===== src/rtl/pcs_drp_arbiter.sv =====
// DRP port arbiter between the PCS core (level request/grant, pass-through)
// and a single-outstanding management transaction engine with timeout.
module pcs_drp_arbiter #(
    parameter int unsigned TIMEOUT = 255
) (
    input  logic        clk,
    input  logic        rst,
    input  logic        core_drp_req,
    output logic        core_drp_gnt,
    input  logic        core_den,
    input  logic        core_dwe,
    input  logic [15:0] core_daddr,
    input  logic [15:0] core_di,
    output logic        core_drdy,
    output logic [15:0] core_drpdo,
    input  logic        mgmt_req,
    input  logic        mgmt_we,
    input  logic [15:0] mgmt_addr,
    input  logic [15:0] mgmt_wdata,
    output logic        mgmt_busy,
    output logic        mgmt_done,
    output logic        mgmt_err,
    output logic [15:0] mgmt_rdata,
    output logic        drp_den,
    output logic        drp_dwe,
    output logic [15:0] drp_daddr,
    output logic [15:0] drp_di,
    input  logic        drp_drdy,
    input  logic [15:0] drp_drpdo
);

    typedef enum logic [1:0] {StIdle, StCoreGnt, StMgmtIssue, StMgmtWait} state_e;

    // Last wait-cycle index: TIMEOUT wait cycles in total before abort.
    localparam logic [15:0] TimeoutLast = 16'(TIMEOUT - 1);

    state_e      state_q, state_d;
    logic        last_mgmt_q, last_mgmt_d;  // 1: mgmt was served most recently
    logic        busy_q, busy_d;            // mgmt transaction pending or in flight
    logic        we_q, we_d;
    logic [15:0] addr_q, addr_d;
    logic [15:0] wdata_q, wdata_d;
    logic        out_q, out_d;              // core transaction outstanding
    logic [15:0] cnt_q, cnt_d;
    logic        done_q, done_d;
    logic        err_q, err_d;
    logic [15:0] rdata_q, rdata_d;

    // Next-state, capture and DRP port muxing.
    always_comb begin
        state_d      = state_q;
        last_mgmt_d  = last_mgmt_q;
        busy_d       = busy_q;
        we_d         = we_q;
        addr_d       = addr_q;
        wdata_d      = wdata_q;
        out_d        = out_q;
        cnt_d        = cnt_q;
        done_d       = 1'b0;
        err_d        = 1'b0;
        rdata_d      = 16'h0000;
        core_drp_gnt = 1'b0;
        core_drdy    = 1'b0;
        core_drpdo   = 16'h0000;
        drp_den      = 1'b0;
        drp_dwe      = 1'b0;
        drp_daddr    = 16'h0000;
        drp_di       = 16'h0000;

        // A request while busy is dropped; capture only when free.
        if (mgmt_req && !busy_q) begin
            busy_d  = 1'b1;
            we_d    = mgmt_we;
            addr_d  = mgmt_addr;
            wdata_d = mgmt_wdata;
        end

        unique case (state_q)
            StIdle: begin
                // On a tie the side not served last wins.
                if (core_drp_req && (!busy_q || last_mgmt_q)) begin
                    state_d     = StCoreGnt;
                    last_mgmt_d = 1'b0;
                    out_d       = 1'b0;
                end else if (busy_q) begin
                    state_d     = StMgmtIssue;
                    last_mgmt_d = 1'b1;
                end
            end
            StCoreGnt: begin
                core_drp_gnt = 1'b1;
                drp_den      = core_den;
                drp_dwe      = core_dwe;
                drp_daddr    = core_daddr;
                drp_di       = core_di;
                core_drdy    = drp_drdy;
                core_drpdo   = drp_drpdo;
                out_d        = core_den | (out_q & ~drp_drdy);
                // Release only once the last core access has completed.
                if (!core_drp_req && !out_d) begin
                    state_d = StIdle;
                end
            end
            StMgmtIssue: begin
                drp_den   = 1'b1;
                drp_dwe   = we_q;
                drp_daddr = addr_q;
                drp_di    = we_q ? wdata_q : 16'h0000;
                cnt_d     = 16'h0000;
                state_d   = StMgmtWait;
            end
            StMgmtWait: begin
                // drdy wins over timeout when both land in the same cycle.
                if (drp_drdy) begin
                    done_d  = 1'b1;
                    rdata_d = we_q ? 16'h0000 : drp_drpdo;
                    busy_d  = 1'b0;
                    state_d = StIdle;
                end else if (cnt_q == TimeoutLast) begin
                    done_d  = 1'b1;
                    err_d   = 1'b1;
                    busy_d  = 1'b0;
                    state_d = StIdle;
                end else begin
                    cnt_d = cnt_q + 16'd1;
                end
            end
            default: state_d = StIdle;
        endcase
    end

    // State and datapath registers; reset overrides every same-cycle input.
    always_ff @(posedge clk) begin
        if (rst) begin
            state_q     <= StIdle;
            last_mgmt_q <= 1'b1;
            busy_q      <= 1'b0;
            we_q        <= 1'b0;
            addr_q      <= 16'h0000;
            wdata_q     <= 16'h0000;
            out_q       <= 1'b0;
            cnt_q       <= 16'h0000;
            done_q      <= 1'b0;
            err_q       <= 1'b0;
            rdata_q     <= 16'h0000;
        end else begin
            state_q     <= state_d;
            last_mgmt_q <= last_mgmt_d;
            busy_q      <= busy_d;
            we_q        <= we_d;
            addr_q      <= addr_d;
            wdata_q     <= wdata_d;
            out_q       <= out_d;
            cnt_q       <= cnt_d;
            done_q      <= done_d;
            err_q       <= err_d;
            rdata_q     <= rdata_d;
        end
    end

    assign mgmt_busy  = busy_q;
    assign mgmt_done  = done_q;
    assign mgmt_err   = err_q;
    assign mgmt_rdata = rdata_q;

endmodule


===== config.mk =====
export PLATFORM = sky130hd
export DESIGN_NAME = pcs_drp_arbiter
export DESIGN_NICKNAME = d
export VERILOG_FILES = /design/src/rtl/pcs_drp_arbiter.sv
export SDC_FILE = /design/constraint.sdc
export NUM_CORES = 1
export LEC_CHECK = 0
export ABC_CLOCK_PERIOD_IN_PS = 2400
export CAP_MARGIN = 25
export CORE_MARGIN = 1
export CORE_UTILIZATION = 40
export DETAILED_ROUTE_END_ITERATION = 10
export GPL_TIMING_DRIVEN = 1
export PLACE_DENSITY = 0.86
export SLEW_MARGIN = 20
export SYNTH_ARGS = -nofsm -noshare
export SYNTH_HDL_FRONTEND = slang
export SYNTH_SLANG_ARGS = --single-unit

===== constraint.sdc =====
create_clock -name clk -period 2.4 [get_ports clk]
set_clock_uncertainty 0.05 [all_clocks]
set_input_delay 0.48 -clock clk [delete_from_list [all_inputs] [get_ports clk]]
set_output_delay 0.48 -clock clk [all_outputs]
set_load 0.01 [all_outputs]

== Word-level counts from Yosys, hierarchy flattened ==
Cells that the tools add are included.

* Register bits after elaboration: 72
* Logic and storage cells: 71
* Input bits: 88

* Bitwise gates (word level): 4
* Reductions and logical operators: 18
* Equal/unequal tests: 10
* Mux-type cells: 27
* Add/subtract/negate cells: 1

{| class="wikitable"
|+ Operators by type and width
! cell !! number
|-
| $pmux 16 s2 || 3
|-
| $mux 16 || 4
|-
| $add 16x1->16 const B || 1
|-
| $eq 16x8->1 const B || 1
|-
| $mux 1 || 11
|-
| $mux 2 || 5
|-
| $ne 2x2->1 const B || 4
|-
| $pmux 2 s4 || 1
|-
| $ne 3x3->1 const B || 2
|-
| $pmux 1 s2 || 3
|-
| $reduce_and 3->1 || 2
|-
| $reduce_bool 2->1 || 3
|-
| $eq 2x2->1 const B || 2
|-
| $reduce_and 2->1 || 2
|-
| $reduce_or 4->1 || 1
|-
| $logic_and 1x1->1 || 3
|-
| $logic_not 1->1 || 3
|-
| $reduce_or 3->1 || 1
|-
| $eq 2x1->1 const B || 1
|-
| $logic_not 2->1 || 1
|-
| $not 1->1 || 2
|-
| $reduce_or 2->1 || 1
|-
| $and 1x1->1 || 1
|-
| $logic_or 1x1->1 || 1
|-
| $or 1x1->1 || 1
|}

== Depth between registers and ports, before layout ==
Gate-level depths: netlist (run 1).

* Depth in word-level cells: 7
* Mapped depth: 8
* Gate-level depth less buffers: 7

== Worst setup path before layout (run 1) ==
Ideal clock, no wire load.

* Path type: register to output
* Start point: register state_q[0]
* End point: output drp_di[0]
* Path slack: 321 ps
* Arrival time: 1549 ps
* Cell stages (with the launch flop): 8
* Cell sequence: dfxtp_1 inv_1 ha_1 and2_1 clkbuf_1 clkbuf_1 a22oi_1 nor2b_1

* Word-level cells in the longest chain between the ends: 2
* Elaborated cells on any way between the ends: 3
* Those cells by class: eq/ne: 2; mux: 1

{| class="wikitable"
|+ Ends and longest elaborated chain
! element !! RTL line !! RTL
|-
| start, declared || 37 || <nowiki>state_e state_q, state_d;</nowiki>
|-
| start signal, assigned || 135 || <nowiki>state_q <= StIdle;</nowiki>
|-
| start signal, assigned || 147 || <nowiki>state_q <= state_d;</nowiki>
|-
| $eq 2x2->1 / $eq 2x1->1 (equally long branches) || 78 || <nowiki>unique case (state_q)</nowiki>
|-
| $pmux 16 s2 (*) || 78 ||
|-
| end, declared || 27 || <nowiki>output logic [15:0] drp_di,</nowiki>
|}

Mark *: on every way between the ends. The rest lies on a longest branch, timed or not.

== Worst setup path after layout (run 1) ==
* Start point: register state_q[1]
* End point: output drp_daddr[0]

* Word-level cells in the longest chain between the ends: 2
* Elaborated cells on any way between the ends: 3
* Those cells by class: eq/ne: 2; mux: 1

{| class="wikitable"
|+ Ends and longest elaborated chain
! element !! RTL line !! RTL
|-
| $eq 2x2->1 / $eq 2x1->1 (equally long branches) || 78 ||
|-
| $pmux 16 s2 (*) || 78 ||
|-
| end, declared || 26 || <nowiki>output logic [15:0] drp_daddr,</nowiki>
|}

Marked as above.

==> results by group, run 1 <==
Setup path
  – Data required, critical path: 1.87 ns
  – Slowest cell on the critical path: dfxtp_4
  – CP Class: register to primary output
  – CP Capture Type: primary output
  – CP max FO: 14
  – CP Launch Type: register
  – Arrival time worst endpoint: roughly 1.8 ns
  – FF-to-FF setup slack: 0.45 ns
  – Worst-path cell chain: inv_2, ha_4, bufbuf_16, a22oi_1, nor2b_1, dlygate4sd2_1
  – Crit path largest cell delay: 0.39 ns
  – Worst Reg-to-Reg Cells: 6

Floorplanning
  – Die W: about 97 µm
  – Die area: 0.009325 mm²
  – Chip Height: 96.57 µm
  – CORE AREA: 0.008678 mm²
  – Row count: 34
  – Top Ports: 159
  – Initial Util: 0.4122

CTS
  – CTS H-tree depth: 3
  – Post-CTS setup repair buffer count: 0
  – Clock latency on the worst-skew pair: between 0.3 and 0.4 ns
  – Clock transition at path regs: 0.08 ns
  – Max Root-Sink Buffers: 2
  – Hold buffer count at cts: 0
  – Cts bufs inserted: 9
  – CTS tree: built
  – CTS sink cnt: 72
  – Clock root cell: clkbuf_8

Yosys
  – Synthesized cell area: 0.003577 mm²
  – YS warnings: 0
  – Primary FF master, synth: dfxtp_1
  – Yosys reg bits: 72
  – Number of synthesized flops with an enable pin: 0
  – Syn avg cell area: 8.300 µm²
  – Synthesized Nets: roughly 530
  – FFs w/ async S/R, synth: 0
  – Synth Instances: 431
  – Sequential share of the synthesized area: 0.4029
  – Distinct cells, synth: between 50 and 60

Layout
  – Post-route cell area: 0.005614 mm²
  – Diode count: 0
  – Number of nets in the layout: roughly 700
  – Area growth syn-to-layout: 56.94%
  – Most frequent cells in the layout: clkdlybuf4s50_1 (106), nand2_1 (79), dfxtp_1 (70)
  – Fillers: roughly 740
  – Most common cell after layout, fill and taps aside: clkdlybuf4s50_1
  – Share of post-route cells with drive strength above 1: 0.1212

Drt
  – Vias per cell: 5.224
  – Final WL: 10,750 µm
  – ANT nets after route: 0
  – Post-DR wirelength/cell: 15.31 µm
  – Remaining DRCs: 0
  – DRT iter0 DRCs: 206
  – Vias post-DR: approximately 3,700
  – Pre-antenna DRT Iters: 7

STA
  – Fmax: 428.8 MHz
  – RSZ-0062 raised after global routing: yes
  – Fin worst setup slack: about 0.068 ns
  – Setup violations, final: 0
  – Final Hold Viols: 0
  – Slew @ Worst Pin: 0.4981 ns
  – Tmin final: 2.332 ns
  – Period utilization: 0.9718
  – Worst rel slew slack: 0.6680
  – Count of pins over their slew limit: 0

Pwr
  – Worst VDD drop: 0.4118 mV
  – Switching share of total power: 0.3181
  – Pwr Density: 714.0 mW/mm²
  – Switch Pwr: approximately 1.3 mW
  – Int Power: approximately 2.7 mW
  – Register share of total power: 0.329
  – Logic pwr share: 0.402
  – Clock share of power: 0.269
  – Leakage: 2.269 nW

Run status
  – Status: complete, no violations

Placement
  – HPWL after DPL: between 7000 and 8000 µm
  – Area of placed instances: 0.005284 mm²
  – PortBufs: 158
  – Pre-CTS WS: 0.1256 ns
  – Gpl congestion: 0.8882

Flow run
  – Max-Cap Viols: 0

GRT
  – Initial antenna violation count: 0
  – Tot GR Track Use: 0.2251
  – Global-route wire length before repair: ~16,000 µm
  – GRT overflow: 0
  – Vias in the first global route: 3,445
  – Pin count of the biggest net entering global routing: 48

Min path
  – Hold Crit Depth: 2
  – Hold WC Path Type: register to register
[layer usage]
metal / vias to the layer above / share of wire / GRT usage
met5: - / 0 / 0
met4: 0 / 0.018 / 0.09559
met3: 16 / 0.060 / 0.04851
met2: 139 / 0.50 / 0.3809
met1: 1714 / 0.42 / 0.2750
li1: 1798 / - / -
[worst paths after layout]
path                   start            to
setup / recovery  state_q[1]  drp_daddr[0]
hold / removal     addr_q[0]     addr_q[0]
setup reg to reg    cnt_q[0]     cnt_q[14]
hold reg to reg    addr_q[0]     addr_q[0]
[sequential cells by signal (all words and copies together), names as in the netlist, 2 cells and up]
register / count
wdata_q: 16
addr_q: 16
mgmt_rdata: 16
cnt_q: 16
state_q: 2
[worst max-delay path, delay by kind of cell, from the launching register on]
family,cells,cell delay (ns)
buffers and inverters,3,0.65
DFF,1,0.39
and+or+nand+nor,1,0.06
AOI/OAI and AO/OA,1,0.15
adders and majority gates,1,0.21
[cells by family (layout without fill, tap and decap cells)]
group,Yosys count,in the layout,share of synthesized area
buffers and inverters,35,198,0.04757
XOR/XNOR,5,5,0.01224
AO/OA/AOI/OAI,97,97,0.1777
flip-flops,72,72,0.4029
AND/OR/NAND/NOR,211,211,0.3221
multiplexers,5,5,0.01644
adder cells (fa/ha/maj),6,6,0.02099
[stage by stage]
stage | hold WS [ns] | utilization | cells | TNS, ns | power, mW
3_3_place_gp | 0.3942 | 0.6089 | 683 | 0 | 2.736
6_report | 0.4120 | 0.6469 | 702 | 0 | 4.009
3_5_place_dp | 0.4015 | 0.6089 | 683 | 0 | 2.790
5_1_grt | 0.4283 | 0.6469 | 702 | -0.03277 | 4.221
4_1_cts | 0.4117 | 0.6403 | 701 | 0 | 3.968
2_1_floorplan | 0.3840 | - | 431 | 0 | 2.112
[power groups by stage]
stage               clock network (mW)  logic (mW)  registers, mW
global placement                     0        1.41           1.32
global route                      1.14        1.76           1.33
detailed placement                   0        1.46           1.33
floorplan                            0       0.795           1.32
CTS                               1.09        1.57           1.31
finish                            1.08        1.61           1.32
[timing repair]
item | in CTS | in global routing
pin swaps | 0 | 1
gates cloned | 2 | 1
endpoints found under the setup margin | 51 | 22
gates resized for setup | 58 | 31
[synth_stat cells, types with 2 or more instances]
master	number	area, µm²
nand4_1	4	25.02
or4_1	2	15.01
nand3_1	12	60.06
clkbuf_8	2	27.53
nor3_2	2	20.02
and3_1	2	12.51
nand2_1	79	296.5
nand2b_1	2	12.51
or3_1	3	18.77
dfxtp_1	72	1441
nor2_1	15	56.30
mux2_2	3	33.78
clkbuf_1	24	90.09
ha_1	6	75.07
o21ai_0	6	30.03
and4_1	2	17.52
nor3_1	4	20.02
xnor2_1	3	26.28
a21oi_1	45	225.2
a21boi_0	2	15.01
inv_1	5	18.77
nor2b_1	36	225.2
xor2_1	2	17.52
and2_1	34	212.7
buf_6	2	22.52
a22oi_1	32	240.2
nor4_1	2	12.51
o211ai_1	4	30.03
[area by class of cell]
type	count	area (µm²)	share of cell area
Multi-Input combinational cell	324	2033	0.3622
Timing Repair Buffer	176	1755	0.3127
Sequential cell	72	1449	0.2581
Tap cell	108	135.1	0.02407
Clock buffer	10	127.6	0.02273
Clock inverter	6	91.34	0.01627
Inverter	6	22.52	0.004012
(Power assumes the default switching activity.)
==> run 2: changes to the inputs <==
--- a/config.mk
+++ b/config.mk
@@ -5,14 +5,13 @@
 export SDC_FILE = /design/constraint.sdc
 export NUM_CORES = 1
 export LEC_CHECK = 0
-export ABC_CLOCK_PERIOD_IN_PS = 2400
+export ABC_CLOCK_PERIOD_IN_PS = 2800
 export CAP_MARGIN = 25
 export CORE_MARGIN = 1
 export CORE_UTILIZATION = 40
 export DETAILED_ROUTE_END_ITERATION = 10
 export GPL_TIMING_DRIVEN = 1
 export PLACE_DENSITY = 0.86
-export SLEW_MARGIN = 20
 export SYNTH_ARGS = -nofsm -noshare
 export SYNTH_HDL_FRONTEND = slang
 export SYNTH_SLANG_ARGS = --single-unit
==> constraint.sdc (replaced) <==
create_clock -name clk -period 2.8 [get_ports clk]
set_clock_uncertainty 0.05 [all_clocks]
set_input_delay 0.56 -clock clk [delete_from_list [all_inputs] [get_ports clk]]
set_output_delay 0.56 -clock clk [all_outputs]
set_load 0.01 [all_outputs]
==> run 2 against run 1 <==
  * Cell count is 1.1% lower
  * Highest routed layer unchanged
  * Global-route usage decreased by 1.2 points
  * First-iteration DRC count fell by 4.4%
  * Wire length is 6.9% lower
  * Critical path depth unchanged
  * Die area stayed put
==> results by group, run 2 (synthesized netlist as in run 1, its figures left out) <==
Run status
  – Status: complete, no violations

STA
  – Worst rel slew slack: 0.6673 (about the same)
  – Final Hold Viols: 0 (unchanged)
  – Setup TNS Final: 0 ns (unchanged)
  – RSZ-0062 raised after global routing: yes
  – Fmax: 370.3 MHz
  – Setup violations, final: 0 (unchanged)
  – Count of pins over their slew limit: 0 (unchanged)
  – Fin worst setup slack: 0.09927 ns (+0.03154 ns)
  – Slew @ Worst Pin: 0.4990 ns (+0.0009471 ns)
  – Period utilization: 0.9645
  – Tmin final: 2.701 ns

CTS
  – Clock transition at path regs: 0.07 ns (about the same)
  – CTS sink cnt: 72 (unchanged)
  – Clock latency on the worst-skew pair: 0.35 ns (about the same)
  – CTS tree: built
  – CTS H-tree depth: 3 (unchanged)
  – Max Root-Sink Buffers: 2 (unchanged)
  – Cts bufs inserted: 9 (unchanged)
  – Hold buffer count at cts: 0 (unchanged)
  – Clock root cell: clkbuf_8

Layout
  – Most frequent cells in the layout: clkdlybuf4s50_1 (154), nand2_1 (79), dfxtp_1 (72)
  – Cell Count, Final, Fillers Out: 694 (-1.1%)
  – Number of nets in the layout: 675 (-1.2%)
  – Area growth syn-to-layout: 53.87%
  – Share of post-route cells with drive strength above 1: 0.08020 (-0.04101)
  – Most common cell after layout, fill and taps aside: clkdlybuf4s50_1
  – Post-route cell area: 0.005504 mm² (-2.0%)
  – Diode count: 0 (unchanged)
  – Final Util: 0.6342 (-0.01269)
  – Fillers: 729 (-1.1%)

Setup path
  – FF-to-FF setup slack: 0.69 ns (+0.24 ns)
  – Arrival time worst endpoint: 2.09 ns (+0.29 ns)
  – Worst-path cell chain: inv_1, ha_1, and2_4, a22oi_1, nor2b_1, clkdlybuf4s50_1
  – CP Capture Type: primary output
  – Data required, critical path: 2.19 ns (+0.32 ns)
  – CP Class: register to primary output
  – CP max FO: 17 (+3)
  – Worst Reg-to-Reg Cells: 6 (unchanged)
  – Slowest cell on the critical path: clkdlybuf4s50_1
  – CP Launch Type: register
  – Worst R2R End: cnt_q[13]
  – Crit path largest cell delay: 0.57 ns (+0.18 ns)
  – Reg2Reg Launch Point: state_q[1]

Drt
  – ANT nets after route: 0 (unchanged)
  – Post-DR wirelength/cell: 14.41 µm (-5.9%)
  – Remaining DRCs: 0 (unchanged)
  – Pre-antenna DRT Iters: 4 (-3)
  – Vias per cell: 5.166 (-1.1%)
  – Vias post-DR: 3,585 (-2.2%)
  – DRT iter0 DRCs: 197 (-4.4%)
  – Final WL: 10,000 µm (-6.9%)

Placement
  – Area of placed instances: 0.005221 mm² (-1.2%)
  – HPWL after DPL: 7269 µm (+0.35%)
  – Placed Instances: 678 (-0.73%)
  – Gpl congestion: 0.8280 (-6.8%)
  – PortBufs: 158 (unchanged)
  – Pre-CTS WS: 0.1774 ns (+0.05180 ns)

GRT
  – Initial antenna violation count: 0 (unchanged)
  – Tot GR Track Use: 0.2128 (-0.01227)
  – GRT overflow: 0 (unchanged)
  – Vias in the first global route: 3,321 (-3.6%)
  – Pin count of the biggest net entering global routing: 48 (unchanged)
  – Global-route wire length before repair: 15,410 µm (-5.3%)

Floorplanning
  – Row count: 34 (unchanged)
  – Die area: 0.009325 mm² (unchanged)
  – Die W: 96.57 µm (unchanged)
  – CORE AREA: 0.008678 mm² (unchanged)
  – Top Ports: 159 (unchanged)
  – Initial Util: 0.4122 (unchanged)
  – Chip Height: 96.57 µm (unchanged)

Pwr
  – Switch Pwr: 1.015 mW (-20%)
  – Switching share of total power: 0.3037 (-0.01448)
  – Register share of total power: 0.333 (+0.004)
  – Logic pwr share: 0.366 (-0.036)
  – Pwr Density: 607.6 mW/mm² (-15%)
  – Leakage: 1.970 nW (-13%)
  – Clock share of power: 0.301 (+0.032)
  – Worst VDD drop: 0.4675 mV (+14%)
  – Int Power: 2.329 mW (-15%)

Flow run
  – Max-Cap Viols: 0 (unchanged)

Min path
  – Hold Path End: addr_q[9]
  – Hold Crit Depth: 2 (unchanged)
  – Hold WC Path Type: register to register
  – Origin of the worst min-delay path: addr_q[9]
-- run 2: layer usage --
metal  vias to the layer above  part of all wire  track usage  wire (µm)
li1                       1777                 -            -          -
met1                      1686              0.42       0.2499       4216
met2                       114              0.52       0.3762       5174
met3                         8             0.051      0.04617        515
met4                         0            0.0095      0.08211         95
met5                         -                 0            0          0
-- run 2: area by class of cell --
| type | count | area, µm² | area share |
|---|---|---|---|
| clock buffer | 9 | 123.9 | 0.02251 |
| clock inverter | 7 | 125.1 | 0.02273 |
| inverter | 6 | 22.52 | 0.004092 |
| multi-input combinational | 324 | 1973 | 0.3585 |
| sequential | 72 | 1441 | 0.2619 |
| tap | 108 | 135.1 | 0.02455 |
| timing repair buffer | 168 | 1683 | 0.3058 |
-- run 2: worst max path at each step --
stage                         endpoint       start  slack, ns  cells after the start
after CTS                   drp_di[14]  state_q[0]       0.02                      6
after global placement         drp_den    core_den       0.32                      4
after detailed placement    drp_di[14]  state_q[0]       0.18                      6
final                       drp_di[11]  state_q[0]        0.1                      6
after floorplan              drp_di[0]  state_q[0]       0.64                      7
after global routing      drp_daddr[4]  state_q[0]     0.0005                      6
-- run 2: power by group through the flow --
stage / clock network [mW] / logic, mW / registers [mW]
floorplan: 0 / 0.681 / 1.13
global placement: 0 / 1.14 / 1.13
detailed placement: 0 / 1.17 / 1.14
CTS: 1.03 / 1.18 / 1.11
global route: 1.07 / 1.33 / 1.12
finish: 1.01 / 1.22 / 1.11
-- run 2: what timing repair did --
item / CTS / global route
gates cloned: 0 / 0
resized for setup: 1 / 10
buffers inserted: 0 / 0
setup endpoints to repair: 17 / 34
-- run 2: critical path, delay by kind of cell (launching register included) --
kind / cells / cell delay (ns)
buffers and inverters: 2 / 0.68
DFF: 1 / 0.33
and+or+nand+nor: 2 / 0.43
adders and majority gates: 1 / 0.21
AOI/OAI and AO/OA: 1 / 0.10
-- run 2: per-stage QoR --
stage	total power, mW	hold WS [ns]
after detailed placement	2.307	0.3993
after floorplan	1.810	0.3840
after global placement	2.271	0.3973
final	3.344	0.4067
after global routing	3.530	0.4277
after CTS	3.322	0.4108
